## config.mk

```make
export PLATFORM = sky130hd
export DESIGN_NAME = genie_pipe_chain
export DESIGN_NICKNAME = d
export VERILOG_FILES = /design/src/rtl/genie_pipe_chain.sv
export SDC_FILE = /design/constraint.sdc
export NUM_CORES = 1
export LEC_CHECK = 0
export BUFFER_PORTS_ARGS = -buffer_cell sky130_fd_sc_hd__buf_2
export CAP_MARGIN = 20
export CORE_MARGIN = 10
export CORE_UTILIZATION = 25
export CTS_CLUSTER_DIAMETER = 60
export DETAILED_ROUTE_END_ITERATION = 7
export PLACE_DENSITY = 0.5
export SLEW_MARGIN = 20
export SYNTH_ARGS = -nofsm -noshare
export SYNTH_HDL_FRONTEND = slang
export SYNTH_SLANG_ARGS = --single-unit
```

## constraint.sdc

```tcl
create_clock -name i_clk -period 4.9 [get_ports i_clk]
set_clock_uncertainty 0.05 [all_clocks]
set_input_delay 0.49 -clock i_clk [delete_from_list [all_inputs] [get_ports i_clk]]
set_output_delay 0.49 -clock i_clk [all_outputs]
set_load 0.005 [all_outputs]
```

## src/rtl/genie_pipe_chain.sv

```systemverilog
// Cascade of DEPTH valid/ready register stages, each either a skid stage (SKID=1) or a forward-registered stage (SKID=0).
// Optional stall-cycle counter output o_stall_cnt is enabled by defining GENIE_PIPE_CHAIN_STALL_CNT_EN.
module genie_pipe_chain #(
  parameter int WIDTH = 1,
  parameter int DEPTH = 2,
  parameter int SKID  = 1,
  localparam int CW   = $clog2(2*DEPTH+2)
) (
  input  logic             i_clk,
  input  logic             i_reset,
  input  logic [WIDTH-1:0] i_data,
  input  logic             i_valid,
  output logic             o_ready,
  output logic [WIDTH-1:0] o_data,
  output logic             o_valid,
  input  logic             i_ready,
  output logic [CW-1:0]    o_count
`ifdef GENIE_PIPE_CHAIN_STALL_CNT_EN
  ,
  output logic [31:0]      o_stall_cnt
`endif
);

  if (DEPTH == 0) begin : g_wire
    assign o_data  = i_data;
    assign o_valid = i_valid;
    assign o_ready = i_ready;
    assign o_count = '0;
  end else begin : g_chain
    // Index g is the interface feeding stage g; index DEPTH faces the downstream port.
    logic [WIDTH-1:0] stage_data [0:DEPTH];
    logic [DEPTH:0]   stage_valid;
    logic [DEPTH:0]   stage_ready;
    logic             in_fire;
    logic             out_fire;

    assign stage_data[0]      = i_data;
    assign stage_valid[0]     = i_valid;
    assign stage_ready[DEPTH] = i_ready;
    assign o_ready            = stage_ready[0];
    assign o_data             = stage_data[DEPTH];
    assign o_valid            = stage_valid[DEPTH];

    for (genvar g = 0; g < DEPTH; g++) begin : g_stage
      if (SKID != 0) begin : g_skid
        logic             ov;
        logic             sv;
        logic [WIDTH-1:0] od;
        logic [WIDTH-1:0] sd;
        logic             in_xfer;

        assign stage_ready[g]     = !sv;
        assign in_xfer            = stage_valid[g] && !sv;
        assign stage_valid[g+1]   = ov;
        assign stage_data[g+1]    = od;

        // A held skid word always refills the output register before any newer word is taken.
        always_ff @(posedge i_clk) begin
          if (i_reset) begin
            ov <= 1'b0;
            sv <= 1'b0;
          end else if (!ov || stage_ready[g+1]) begin
            if (sv) begin
              ov <= 1'b1;
              od <= sd;
              sv <= 1'b0;
            end else begin
              ov <= in_xfer;
              if (in_xfer) od <= stage_data[g];
            end
          end else if (in_xfer) begin
            sv <= 1'b1;
            sd <= stage_data[g];
          end
        end
      end else begin : g_fwd
        logic             ov;
        logic [WIDTH-1:0] od;

        // Ready is flattened over the downstream occupancy bits so no signal depends on itself.
        assign stage_ready[g]   = i_ready || !(&stage_valid[DEPTH:g+1]);
        assign stage_valid[g+1] = ov;
        assign stage_data[g+1]  = od;

        always_ff @(posedge i_clk) begin
          if (i_reset) begin
            ov <= 1'b0;
          end else if (stage_ready[g]) begin
            ov <= stage_valid[g];
            if (stage_valid[g]) od <= stage_data[g];
          end
        end
      end
    end

    assign in_fire  = i_valid && stage_ready[0];
    assign out_fire = stage_valid[DEPTH] && i_ready;

    always_ff @(posedge i_clk) begin
      if (i_reset) begin
        o_count <= '0;
      end else if (in_fire && !out_fire) begin
        o_count <= o_count + CW'(1);
      end else if (!in_fire && out_fire) begin
        o_count <= o_count - CW'(1);
      end
    end
  end

`ifdef GENIE_PIPE_CHAIN_STALL_CNT_EN
  always_ff @(posedge i_clk) begin
    if (i_reset) begin
      o_stall_cnt <= '0;
    end else if (o_valid && !i_ready && (o_stall_cnt != 32'hFFFF_FFFF)) begin
      o_stall_cnt <= o_stall_cnt + 32'd1;
    end
  end
`endif

endmodule
```

Yosys cells after proc, flatten, opt, wreduce, memory -nomap -nowiden. Cells that the tools add are included.

Bits in registers: 11. Output and inout port bits: 6. Word-level logic and storage cells: 44.

Add/subtract/negate cells: 2. Muxes and demuxes: 8. Bitwise logic cells: 3. Reduce and logical (&&, ||, !) cells: 22.

Operators by type and width (number): $reduce_and A3 Y1 (4); $logic_not A1 Y1 (6); $mux W1 (6); $mux W3 (2); $reduce_bool A2 Y1 (3); $logic_and A1 B1 Y1 (5); $reduce_or A2 Y1 (2); $add A3 B1 Y3 const B (1); $not A1 Y1 (3); $sub A3 B1 Y3 const B (1); $logic_or A1 B1 Y1 (2).

Longest topological paths before layout.
Depth in word-level cells: 6. Depth in mapped cells: 7. Depth with buffers taken out: 7.

Least setup slack after synthesis. No wires, ideal clock.

Kind: input -> register. From: in i_valid. To: reg o_count[2]. Path slack: 2991 ps. Setup time: 71 ps. Stages: 7. Arrival time: 1788 ps. Data required time: 4779 ps. Cells stage by stage: nor2b_1 > ha_1 > inv_1 > fa_1 > xor2_1 > or3_1 > a21oi_1.

Longest elaborated chain between the ends: 4. Elaborated cells between the ends (all ways): 6.

Ends and longest elaborated chain: start, declared (line 12) `input logic i_valid,`; $logic_and A1 B1 Y1 (*) (line 96) `assign in_fire = i_valid && stage_ready[0];`; $logic_not A1 Y1 (line 104) `end else if (!in_fire && out_fire) begin`; $logic_and A1 B1 Y1 (line 104); $reduce_bool A2 Y1 (no source line); end signal, assigned (line 103) `o_count <= o_count + CW'(1);`; end signal, assigned (line 105) `o_count <= o_count - CW'(1);`; end, declared (line 17) `output logic [CW-1:0] o_count`.

Mark *: on every way between the ends. The rest lies on a longest branch, timed or not. A chain may end at the register's enable or synchronous reset.

Final worst setup path.
From: reg g_chain.g_stage[0].g_skid.sv. To: reg o_count[2].

Longest elaborated chain between the ends: 5. Elaborated cells between the ends (all ways): 7.

Ends and longest elaborated chain: start, declared (line 47) `logic sv;`; start signal, assigned (line 61) `sv <= 1'b0;`; start signal, assigned (line 66) `sv <= 1'b0;`; start signal, assigned (line 72) `sv <= 1'b1;`; $logic_not A1 Y1 (*); $logic_and A1 B1 Y1 (*); named net g_chain.g_stage[0].g_skid.in_xfer (line 50) `logic in_xfer;`; $logic_not A1 Y1 (line 104); $logic_and A1 B1 Y1 (line 104); $reduce_bool A2 Y1 (no source line).

Mark *: on every way through the listed nets, which the timed path passes. The rest lies on a longest branch.

==> out/results.ini <==
[min_path]
min-delay-start=i_data
hold_path.class=primary input to flop

[sta]
fin_crit_ps=1870
setup_slack_ps=3030
fin_tns_setup_ps=0
drv_slew=0
hold_violations=0
worst_slew_pin_slew_ps=322
clock.fmax_mhz=536
max-slew-margin-rel=0.782
setup_violations=0
rsz0062_at_grt=no
fin_crit_sh=0.381

[critical_path]
critPathLaunchType=flop
crit_required_ps=5050
crit_type=flop to flop
reg2reg_from=g_chain.g_stage[0].g_skid.sv
crit_end=o_count[2]
crit_start=g_chain.g_stage[0].g_skid.sv
cp-end-kind=flop
r2r_slack_ps=3030
cp.arrival_ps=2020
reg2reg_to=o_count[2]
r2r_cells=7
worstPathMaxFanout=4

[drt]
ant_nets=0
drtIter0Drc=2
wl_microns=866
drc=0
wl_per_cell_microns=11.0
vias_per_cell=4.18
drt_first_pass_iters=4
via_count=330

[grt]
first_global_vias=344
met2_usage=0.0723
busiest_layer=met2
grt_start_max_net_pins=12
met1_usage=0.0535
use_met3=0.0394
grt_antenna_before_repair=0
grtUsageTotal=0.0488
grt_first_pass_wirelength_microns=1570
gr-total-overflow=0

[placement]
dp_cells=75
io_buffers=10
gp_congestion=0.680
dp_slack_ps=2770
placed_cell_area_sq_um=538
post-dp-hpwl_microns=671

[yosys]
synth_compound_area_frac=0.0598
synth_top_family_by_area=simple AND/OR/NAND/NOR gates
syn-num-nets=48
synthMuxAreaShare=0.0707
synth_cell_types=20
synth-simple-area-share=0.163
synth-seq-cells=11
yosys.area_share.xor_xnor=0.0380
synthAdderAreaFrac=0.0707
syn_inst=41
yosysSeqAreaShare=0.565
avgSynthCellArea_sq_um=11.2
syn_area_sq_um=460
ys_warn_count=0

[cts]
cts.path.max_buffers=2
h-tree-depth=1
cts-resized-gates=0
cts-root-buf=clkbuf_4
clkLatencyLatePin_ps=260
cts_buffers=3
post_cts_buffers=0
cts_tree=done
hold_buffers=0
clock-sinks=11
clkTransAtPathRegs_ps=70

[die]
dieArea_sq_um=3960
core_sq_um=1750
dieHeight_microns=62.9
start_util=0.264
io_pins=11
die-width_microns=62.9
rows=15

[pwr]
power_uw=193
ir_drop_uv=267
power.leakage_uw=0.000234
p_per_area_nw_per_um2=342

[layout]
drive_above_1_share=0.278
fin_cells=79
n_antenna_cell=0
fin_nets=62
areaGrowthSynthToFinish_pct=22.6
stdcell_area_sq_um=564

[outcome]
status=finished clean

[job]
max_cap_violations=0

==> cell usage after synthesis <==
library cell  count  area (sq um)
mux2i_1           1          10.0
nand2b_1          1          6.26
o21ai_0           1          5.00
dfxtp_1           7           140
xor2_1            2          17.5
and4b_1           1          10.0
nor4b_1           1          8.76
ha_1              1          12.5
inv_1             3          11.3
a21oi_1           3          15.0
or3_1             1          6.26
mux2_2            2          22.5
clkbuf_1          1          3.75
nor3_1            3          15.0
nand2_1           2          7.51
fa_1              1          20.0
nor2_1            4          15.0
edfxtp_1          4           120
nor2b_1           1          6.26
a211oi_1          1          7.51
==> layer usage <==
layer | up-vias | share of wire
li1 | 167 | -
met3 | 2 | 0.12
met5 | - | 0
met1 | 149 | 0.45
met4 | 0 | 0.010
met2 | 12 | 0.42
==> power breakdown <==
part	total, uW	internal (uW)	switching (uW)
Sequential	106	100	5.15
Clock	61.2	31.5	29.7
Combinational	26.2	13.3	12.9
Total	193	145	47.8
==> sequential cells by signal, summed over array words and instances, names as in the netlist <==
signal and flops:
o_valid 1, o_data 1, g_chain.g_stage.g_skid.od 1, g_chain.g_stage.g_skid.sv 2, g_chain.g_stage.g_skid.ov 1, o_count 3, g_chain.g_stage.g_skid.sd 2
==> metrics by stage <==
step	util	hold slack, ps
2_1_floorplan	-	372
6_report	0.323	363
3_5_place_dp	0.308	393
5_1_grt	0.323	353
3_3_place_gp	0.308	397
4_1_cts	0.323	357
==> cells in the final DEF (no fill, tap or decap), types with 2 or more instances in the layout <==
master and n:
dfxtp_1 7, nor3_1 3, buf_2 10, inv_1 3, edfxtp_1 4, nor2_1 4
a21oi_1 3, nand2_1 2, mux2_2 2, clkbuf_4 3, xor2_1 2
==> cells by family (layout without fill, tap and decap cells) <==
family                     Yosys count  after routing
and+or+nand+nor                     14             14
DFF                                 11             11
AOI/OAI and AO/OA                    5              5
buffers and inverters                4             17
muxes                                3              3
adders and majority gates            2              2
xor gates and xnor gates             2              2
==> layout make-up <==
class | count | area [sq um]
Fill cell | 194 | 1180
Sequential cell | 11 | 260
Multi-Input combinational cell | 26 | 185
Timing Repair Buffer | 10 | 50.0
Tap cell | 25 | 31.3
Clock buffer | 4 | 26.3
Inverter | 3 | 11.3
==> critical path, stage by stage, from the launching register on <==
cell and delay [ps]:
dfxtp_1 340, nor2b_1 170, ha_1 220, inv_1 60, fa_1 370, xor2_1 160, or3_1 300, a21oi_1 140
==> worst min path at each step <==
stage                                              end  slack [ps]  cells after the start
after floorplan           g_chain.g_stage[1].g_skid.sd         370                      0
after global placement    g_chain.g_stage[1].g_skid.sd         400                      0
after detailed placement  g_chain.g_stage[1].g_skid.sd         390                      0
after CTS                 g_chain.g_stage[0].g_skid.sd         360                      1
after global routing      g_chain.g_stage[0].g_skid.sd         350                      1
final                     g_chain.g_stage[0].g_skid.sd         360                      1
Note: power is estimated with default switching activity, not from simulation.
